`src/rtl/cr16_control_fsm.sv`:
```
// Multicycle control unit for the CR16-style 16-bit datapath: fetches over a
// request/valid port, decodes the instruction register and owns the PC.
module cr16_control_fsm #(
    parameter int unsigned WIDTH   = 16,
    parameter int unsigned REGBITS = 5
) (
    input  logic               clk,
    input  logic               reset_n,
    output logic               imem_req,
    output logic [WIDTH-1:0]   pc,
    input  logic               imem_valid,
    input  logic [15:0]        imem_rdata,
    output logic [15:0]        instr,
    output logic [5:0]         alucont,
    output logic [REGBITS-1:0] ra1,
    output logic [REGBITS-1:0] ra2,
    output logic               use_imm,
    output logic [WIDTH-1:0]   imm,
    output logic               regwrite,
    output logic               psr_we,
    input  logic [WIDTH-1:0]   psr_flags,
    output logic               halted
);

    typedef enum logic [1:0] {StFetch, StDecode, StExec, StHalt} state_e;

    localparam logic [WIDTH-1:0] PcOne = 1;

    state_e             r_state, w_state_next;
    logic [WIDTH-1:0]   r_pc, w_pc_next;
    logic [15:0]        r_instr, w_instr_next;

    logic [3:0]         w_op, w_rd, w_ext, w_rs;
    logic [7:0]         w_imm8;
    logic               w_is_rr, w_is_imm, w_is_br, w_is_halt, w_is_alu, w_is_cmp;
    logic               w_cond_true, w_br_taken;
    logic [WIDTH-1:0]   w_disp;
    logic               w_flag_c, w_flag_l, w_flag_z, w_flag_n;
    logic               w_unused_flags;

    assign w_op   = r_instr[15:12];
    assign w_rd   = r_instr[11:8];
    assign w_ext  = r_instr[7:4];
    assign w_rs   = r_instr[3:0];
    assign w_imm8 = r_instr[7:0];

    assign w_is_rr   = (w_op == 4'h0);
    assign w_is_imm  = (w_op >= 4'h1) && (w_op <= 4'hB);
    assign w_is_br   = (w_op == 4'hC);
    assign w_is_halt = (r_instr == 16'hFFFF);
    assign w_is_alu  = w_is_rr || w_is_imm;
    assign w_is_cmp  = (w_is_rr && (w_ext == 4'hB)) || (w_op == 4'hB);

    assign w_flag_c = psr_flags[0];
    assign w_flag_l = psr_flags[2];
    assign w_flag_z = psr_flags[6];
    assign w_flag_n = psr_flags[7];
    assign w_unused_flags = ^{psr_flags[WIDTH-1:8], psr_flags[5:3], psr_flags[1]};

    assign w_disp = {{(WIDTH-8){w_imm8[7]}}, w_imm8};

    always_comb begin
        w_cond_true = 1'b0;
        case (w_rd)
            4'd0:    w_cond_true = w_flag_z;
            4'd1:    w_cond_true = !w_flag_z;
            4'd2:    w_cond_true = w_flag_c;
            4'd3:    w_cond_true = !w_flag_c;
            4'd4:    w_cond_true = w_flag_l;
            4'd5:    w_cond_true = !w_flag_l;
            4'd6:    w_cond_true = w_flag_n;
            4'd7:    w_cond_true = !w_flag_n;
            4'd14:   w_cond_true = 1'b1;
            default: w_cond_true = 1'b0;
        endcase
    end

    assign w_br_taken = w_is_br && w_cond_true;

    always_comb begin
        w_state_next = r_state;
        w_pc_next    = r_pc;
        w_instr_next = r_instr;
        unique case (r_state)
            StFetch: begin
                if (imem_valid) begin
                    w_instr_next = imem_rdata;
                    w_state_next = StDecode;
                end
            end
            StDecode: w_state_next = StExec;
            StExec: begin
                w_pc_next    = w_br_taken ? (r_pc + w_disp) : (r_pc + PcOne);
                w_state_next = w_is_halt ? StHalt : StFetch;
            end
            StHalt: w_state_next = StHalt;
        endcase
    end

    always_ff @(posedge clk or negedge reset_n) begin
        if (!reset_n) begin
            r_state <= StFetch;
            r_pc    <= '0;
            r_instr <= '0;
        end else begin
            r_state <= w_state_next;
            r_pc    <= w_pc_next;
            r_instr <= w_instr_next;
        end
    end

    // Gated by reset_n so no fetch is requested while reset is held.
    assign imem_req = reset_n && (r_state == StFetch);
    assign pc       = r_pc;
    assign instr    = r_instr;
    assign halted   = (r_state == StHalt);

    assign alucont  = w_is_rr ? {2'b00, w_ext} : (w_is_imm ? {2'b01, w_op} : 6'd0);
    assign use_imm  = w_is_imm;
    assign ra1      = {{(REGBITS-4){1'b0}}, w_rd};
    assign ra2      = {{(REGBITS-4){1'b0}}, w_rs};
    assign imm      = {{(WIDTH-8){1'b0}}, w_imm8};

    assign regwrite = (r_state == StExec) && w_is_alu && !w_is_cmp;
    assign psr_we   = (r_state == StExec) && w_is_alu;

endmodule

```
`config.mk`:
```
export PLATFORM = sky130hd
export DESIGN_NAME = cr16_control_fsm
export DESIGN_NICKNAME = d
export VERILOG_FILES = /design/src/rtl/cr16_control_fsm.sv
export SDC_FILE = /design/constraint.sdc
export NUM_CORES = 1
export LEC_CHECK = 0
export BUFFER_PORTS_ARGS = -buffer_cell sky130_fd_sc_hd__clkbuf_2
export CELL_PAD_IN_SITES_DETAIL_PLACEMENT = 0
export CELL_PAD_IN_SITES_GLOBAL_PLACEMENT = 1
export CORE_UTILIZATION = 37
export DETAILED_ROUTE_END_ITERATION = 16
export HOLD_SLACK_MARGIN = 0.03
export PLACE_DENSITY_LB_ADDON = 0.05
export REMOVE_ABC_BUFFERS = 1
export SLEW_MARGIN = 20
export SYNTH_ARGS = -nofsm -noshare
export SYNTH_HDL_FRONTEND = slang
export SYNTH_SLANG_ARGS = --single-unit
```
`constraint.sdc`:
```
create_clock -name clk -period 7.4 [get_ports clk]
set_input_delay 1.48 -clock clk [delete_from_list [all_inputs] [get_ports clk]]
set_output_delay 1.48 -clock clk [all_outputs]
set_load 0.01 [all_outputs]
```
== Yosys cells after proc, flatten, opt, wreduce, memory -nomap -nowiden ==
Cells that the tools add are included.

* Memories kept: 0
* Register bits after elaboration: 34
* ROM bits: 0
* Output and inout port bits: 69
* Bits of input ports: 35
* Latch bits: 0
* Bits in writable memories: 0
* Logic and storage cells: 47

* Shifts and indexed selects: 0
* Multiplexer cells: 7
* Bitwise gates (word level): 0
* Multipliers: 0
* Equal/unequal tests: 16
* Reductions and logical operators: 17
* Magnitude comparators: 2
* Add/subtract/negate cells: 2
* Div/mod/pow operators: 0

{| class="wikitable"
|+ Operators with widths
! operator !! number
|-
| 16-bit by 1-bit adder with 16-bit output, second input constant || 1
|-
| 16-bit adder || 1
|-
| 16-bit == test, second input constant || 1
|-
| 4-bit by 3-bit == test with 1-bit output, second input constant || 4
|-
| 4-bit == test, second input constant || 4
|-
| 16-bit two-way mux || 1
|-
| 5-bit two-way mux || 2
|-
| 1-bit case mux with 9 select lines || 1
|-
| 4-bit by 2-bit == test with 1-bit output, second input constant || 2
|-
| 4-bit logical NOT || 2
|-
| 2-bit case mux with 4 select lines || 1
|-
| 1-bit logical AND || 6
|-
| 1-bit logical NOT || 5
|-
| 2-bit == test, second input constant || 2
|-
| 4-bit by 1-bit == test with 1-bit output, second input constant || 1
|-
| 4-bit by 1-bit >= comparator with 1-bit output, second input constant || 1
|-
| 4-bit less-or-equal comparator, second input constant || 1
|-
| 2-bit two-way mux || 2
|-
| 2-bit by 1-bit == test with 1-bit output, second input constant || 1
|-
| 2-bit logical NOT || 1
|-
| 1-bit logical OR || 2
|-
| 2-bit inequality test, second input constant || 1
|-
| 2-bit AND reduction || 1
|}

== Depth between registers and ports, before layout ==
* Depth in word-level cells: 5
* Depth in mapped cells: 15
* Gate-level depth less buffers: 15

== Least setup slack after synthesis ==
No wires, ideal clock.

* Path kind: input to register
* Start: input port psr_flags[2]
* End: register r_pc[15] (netlist: pc[15])
* Path slack: 3.220 ns
* Setup time: 0.079 ns
* Stages: 13
* Required time: 7.321 ns
* Arrival time: 4.100 ns
* Buffers on the path: 1
* Cells stage by stage: mux2i_1 > mux2i_1 > a31oi_1 > nor3_2 > ha_1 > buf_6 > a21o_1 > o21bai_1 > a221o_1 > a21o_1 > o21a_1 > nor3_2 > xor2_1

* Cells in the longest elaborated chain, start to end: 4

{| class="wikitable"
|+ Ends and longest elaborated chain
! what !! RTL line !! RTL
|-
| start, declared || 21 || <nowiki>input logic [WIDTH-1:0] psr_flags,</nowiki>
|-
| 1-bit logical NOT || 70 || <nowiki>4'd5: w_cond_true = !w_flag_l;</nowiki>
|-
| 1-bit case mux with 9 select lines (*) || 64 || <nowiki>case (w_rd)</nowiki>
|-
| 1-bit logical AND (*) || 78 || <nowiki>assign w_br_taken = w_is_br && w_cond_true;</nowiki>
|-
| 16-bit two-way mux (*) || 93 || <nowiki>w_pc_next = w_br_taken ? (r_pc + w_disp) : (r_pc + PcOne);</nowiki>
|-
| end signal, assigned || 107 || <nowiki>r_pc <= w_pc_next;</nowiki>
|-
| end, declared || 30 || <nowiki>logic [WIDTH-1:0] r_pc, w_pc_next;</nowiki>
|}

Mark *: on every way between the ends. The rest lies on a longest branch, timed or not.
A chain may end at the register's enable or synchronous reset.

== Final worst setup path ==
* Start: input port psr_flags[2]
* End: register r_pc[13] (netlist: pc[13])

The elaborated chain is that of the path after synthesis.

==> impl_metrics.toml <==
[cells_and_area]
antenna_cells = 0
synthToLayoutAreaGrowth_pct = 17.1
drive_above_1_share = 0.332
fin_nets = 378
multi_input_area_mm2 = 0.00133
fillers = 673
regArea_um2 = 851
mostFrequentLayoutCells = "clkbuf_2 (80), dfrtp_1 (34), nand2_1 (33)"
post-route-util = 0.447
final_common_cell = "clkbuf_2"
fin_area_mm2 = 0.00282

[routing]
vias = 2013
drt_first_pass_iters = 4
viasPerCell = 4.97
routed_wl_um = 5450
drc = 0
initialDrtViolationCount = 65
ant_nets = 0
wl_per_cell_um = 13.4

[clock_network]
cts_setup_buffers = 0
cts_tree = "yes"
postCtsHoldBufs = 0
htree_levels = 2
cts.sinks = 34
clockRootBuffer = "clkbuf_8"
cts_buffers = 5
clk_path_buf_depth = 2
cts_resized = 0
clkLatencyLatePin_ps = 290
path_clk_slew_ps = 70

[synthesis]
yosysWarnings = 0
yosysSeqAreaShare = 0.353
avgSynthCellArea_um2 = 9.16
syn-cell-area_mm2 = 0.00241
ys_seq_elements = 34
postSynthCellCount = 263
ys_types = 45

[floorplanning]
die-area_mm2 = 0.00684
pin_count = 104
core-area_mm2 = 0.00631
die_y_um = 82.7
num_rows = 29
initial_core_util = 0.382
fp.dieW_um = 82.7

[timing]
finClkSkew_ps = 9.39
setup_viol = 0
timing.final.ws_setup_ps = 2920
rsz0062_at_grt = "false"
slew_viol_final = 0
setup_tns_ps = 0
period_needed_ps = 4480
slew_headroom = 0.520
max_slew.worst_pin.slew_ps = 716
fmax_mhz = 223
final_min_period_over_clock_period = 0.606
hold_viol = 0

[worst_setup_path]
worstSetupStartpointType = "input port"
r2r_end = "pc[13]"
r2r-start = "instr[10]"
worst_ep_arrival_time_ps = 4630
required_ps = 7550
cp-end-kind = "register"
rrSetupSlack_ps = 3600
reg2reg_depth = 14
critPathKind = "in -> reg"
cp_max_fo = 7

[power]
pwr-share-comb = 0.513
p_int_w = 0.000597
power.share.clock = 0.135
irDropWorstVdd_uv = 176
sw_frac_of_total = 0.459
seqPwrFrac = 0.353
p_sw_w = 0.000506
power.density_mw_per_mm2 = 391
p_leak_nw = 1.44

[hold_path]
hp-start = "pc[15]"
hold-path-endpoint = "pc[15]"
hold_depth = 1
worstHoldPathType = "reg -> reg"

[grt]
grt.total_usage = 0.169
grt_max_degree = 36
grt_pass1_vias = 1787
grt_antenna_before_repair = 0
overflow = 0
grt_pass1_wl_um = 8700

[placed_design]
place_congestion = 0.827
pre_cts_ws_ps = 2560
dp_hpwl_um = 4060
placed_area_mm2 = 0.00272
port_buffers = 80

[run]
drv_cap = 0

[outcome]
status = "finished clean"
[worst max path at each step]
stage / start / end / slack, ps / depth (start not counted)
final: psr_flags[2] / pc[13] / 2920 / 15
after floorplan: psr_flags[2] / pc[13] / 3200 / 14
after global placement: psr_flags[2] / pc[13] / 2450 / 15
after detailed placement: psr_flags[2] / pc[13] / 2560 / 15
after global routing: psr_flags[2] / pc[13] / 2680 / 15
after CTS: psr_flags[2] / pc[13] / 2860 / 15
[cells in the mapped netlist (all sizes together)]
| master | instances | area [um2] |
|---|---|---|
| dfrtp | 34 | 851 |
| nand2 | 33 | 124 |
| buf | 29 | 218 |
| o21ai | 21 | 105 |
| ha | 15 | 188 |
| mux2 | 14 | 158 |
| nor2 | 11 | 41.3 |
| a21oi | 10 | 50.1 |
| and2 | 9 | 56.3 |
| a21o | 8 | 60.1 |
| inv | 8 | 30.0 |
| xor2 | 7 | 61.3 |
| clkbuf | 6 | 22.5 |
| nor3 | 6 | 40.0 |
| xnor2 | 6 | 52.6 |
| nand2b | 5 | 31.3 |
| a31oi | 4 | 25.0 |
| a211oi | 3 | 22.5 |
| and3 | 3 | 18.8 |
| nor2b | 3 | 18.8 |
| mux2i | 2 | 20.0 |
| nand4 | 2 | 12.5 |
| nor3b | 2 | 15.0 |
| nor4 | 2 | 18.8 |
| o2111ai | 2 | 17.5 |
| o211ai | 2 | 15.0 |
| o21a | 2 | 15.0 |
| o22ai | 2 | 12.5 |
| a2111o | 1 | 11.3 |
| a221o | 1 | 10.0 |
| a221oi | 1 | 8.76 |
| a32o | 1 | 10.0 |
| a32oi | 1 | 8.76 |
| and4 | 1 | 8.76 |
| conb | 1 | 3.75 |
| fa | 1 | 20.0 |
| nand3 | 1 | 5.00 |
| o21bai | 1 | 7.51 |
| o221ai | 1 | 8.76 |
| o31ai | 1 | 7.51 |
[worst max-delay path, stage by stage]
cell      delay, ps
clkbuf_2         80
mux2i_1         180
mux2i_1         200
a31oi_1         160
nor4_2          490
nand2_1         190
inv_1            90
ha_1            230
a211oi_1        250
o21ai_1         120
a31oi_1         320
o21ai_1         200
a221oi_1        380
xor2_1          180
o21ai_1          70
[routing by layer]
metal	global-route usage	up-vias	wire length [um]
met3	0.0429	2	270
met5	0	-	0
met4	0.0414	0	29
li1	-	1018	-
met1	0.229	936	2690
met2	0.266	57	2460
[layout make-up]
class | count | area share
clock buffers | 6 | 0.0293
flip-flops and latches | 34 | 0.302
clock inverters | 2 | 0.00443
well taps | 77 | 0.0341
inverters | 8 | 0.0106
repair buffers | 82 | 0.147
multi-input cells | 196 | 0.473
[cells by family after synthesis]
family,share of synthesized area
multiplexers,0.0737
XOR/XNOR,0.0472
AO/OA/AOI/OAI,0.164
buffers and inverters,0.112
other,0.00156
AND/OR/NAND/NOR,0.162
flip-flops,0.353
adder cells (fa/ha/maj),0.0862
[per-stage QoR]
stage | total power [W] | hold WS, ps | cells
after floorplan | 0.000719 | 504 | 238
after global placement | 0.000962 | 458 | 397
after detailed placement | 0.000965 | 462 | 397
after CTS | 0.00112 | 475 | 405
after global routing | 0.00120 | 498 | 405
final | 0.00110 | 471 | 405
[power groups by stage]
stage / Combinational, W / Clock, W / Sequential, W
after CTS: 0.000573 / 0.000153 / 0.000390
final: 0.000565 / 0.000148 / 0.000389
after floorplan: 0.000298 / 0 / 0.000422
after global placement: 0.000571 / 0 / 0.000391
after global routing: 0.000633 / 0.000163 / 0.000407
after detailed placement: 0.000571 / 0 / 0.000394
[sequential cells by signal, summed over array words and instances (netlist names)]
register / flops
instr: 16
pc: 16
r_state: 2
No activity file was read; power rests on OpenSTA's default activity.
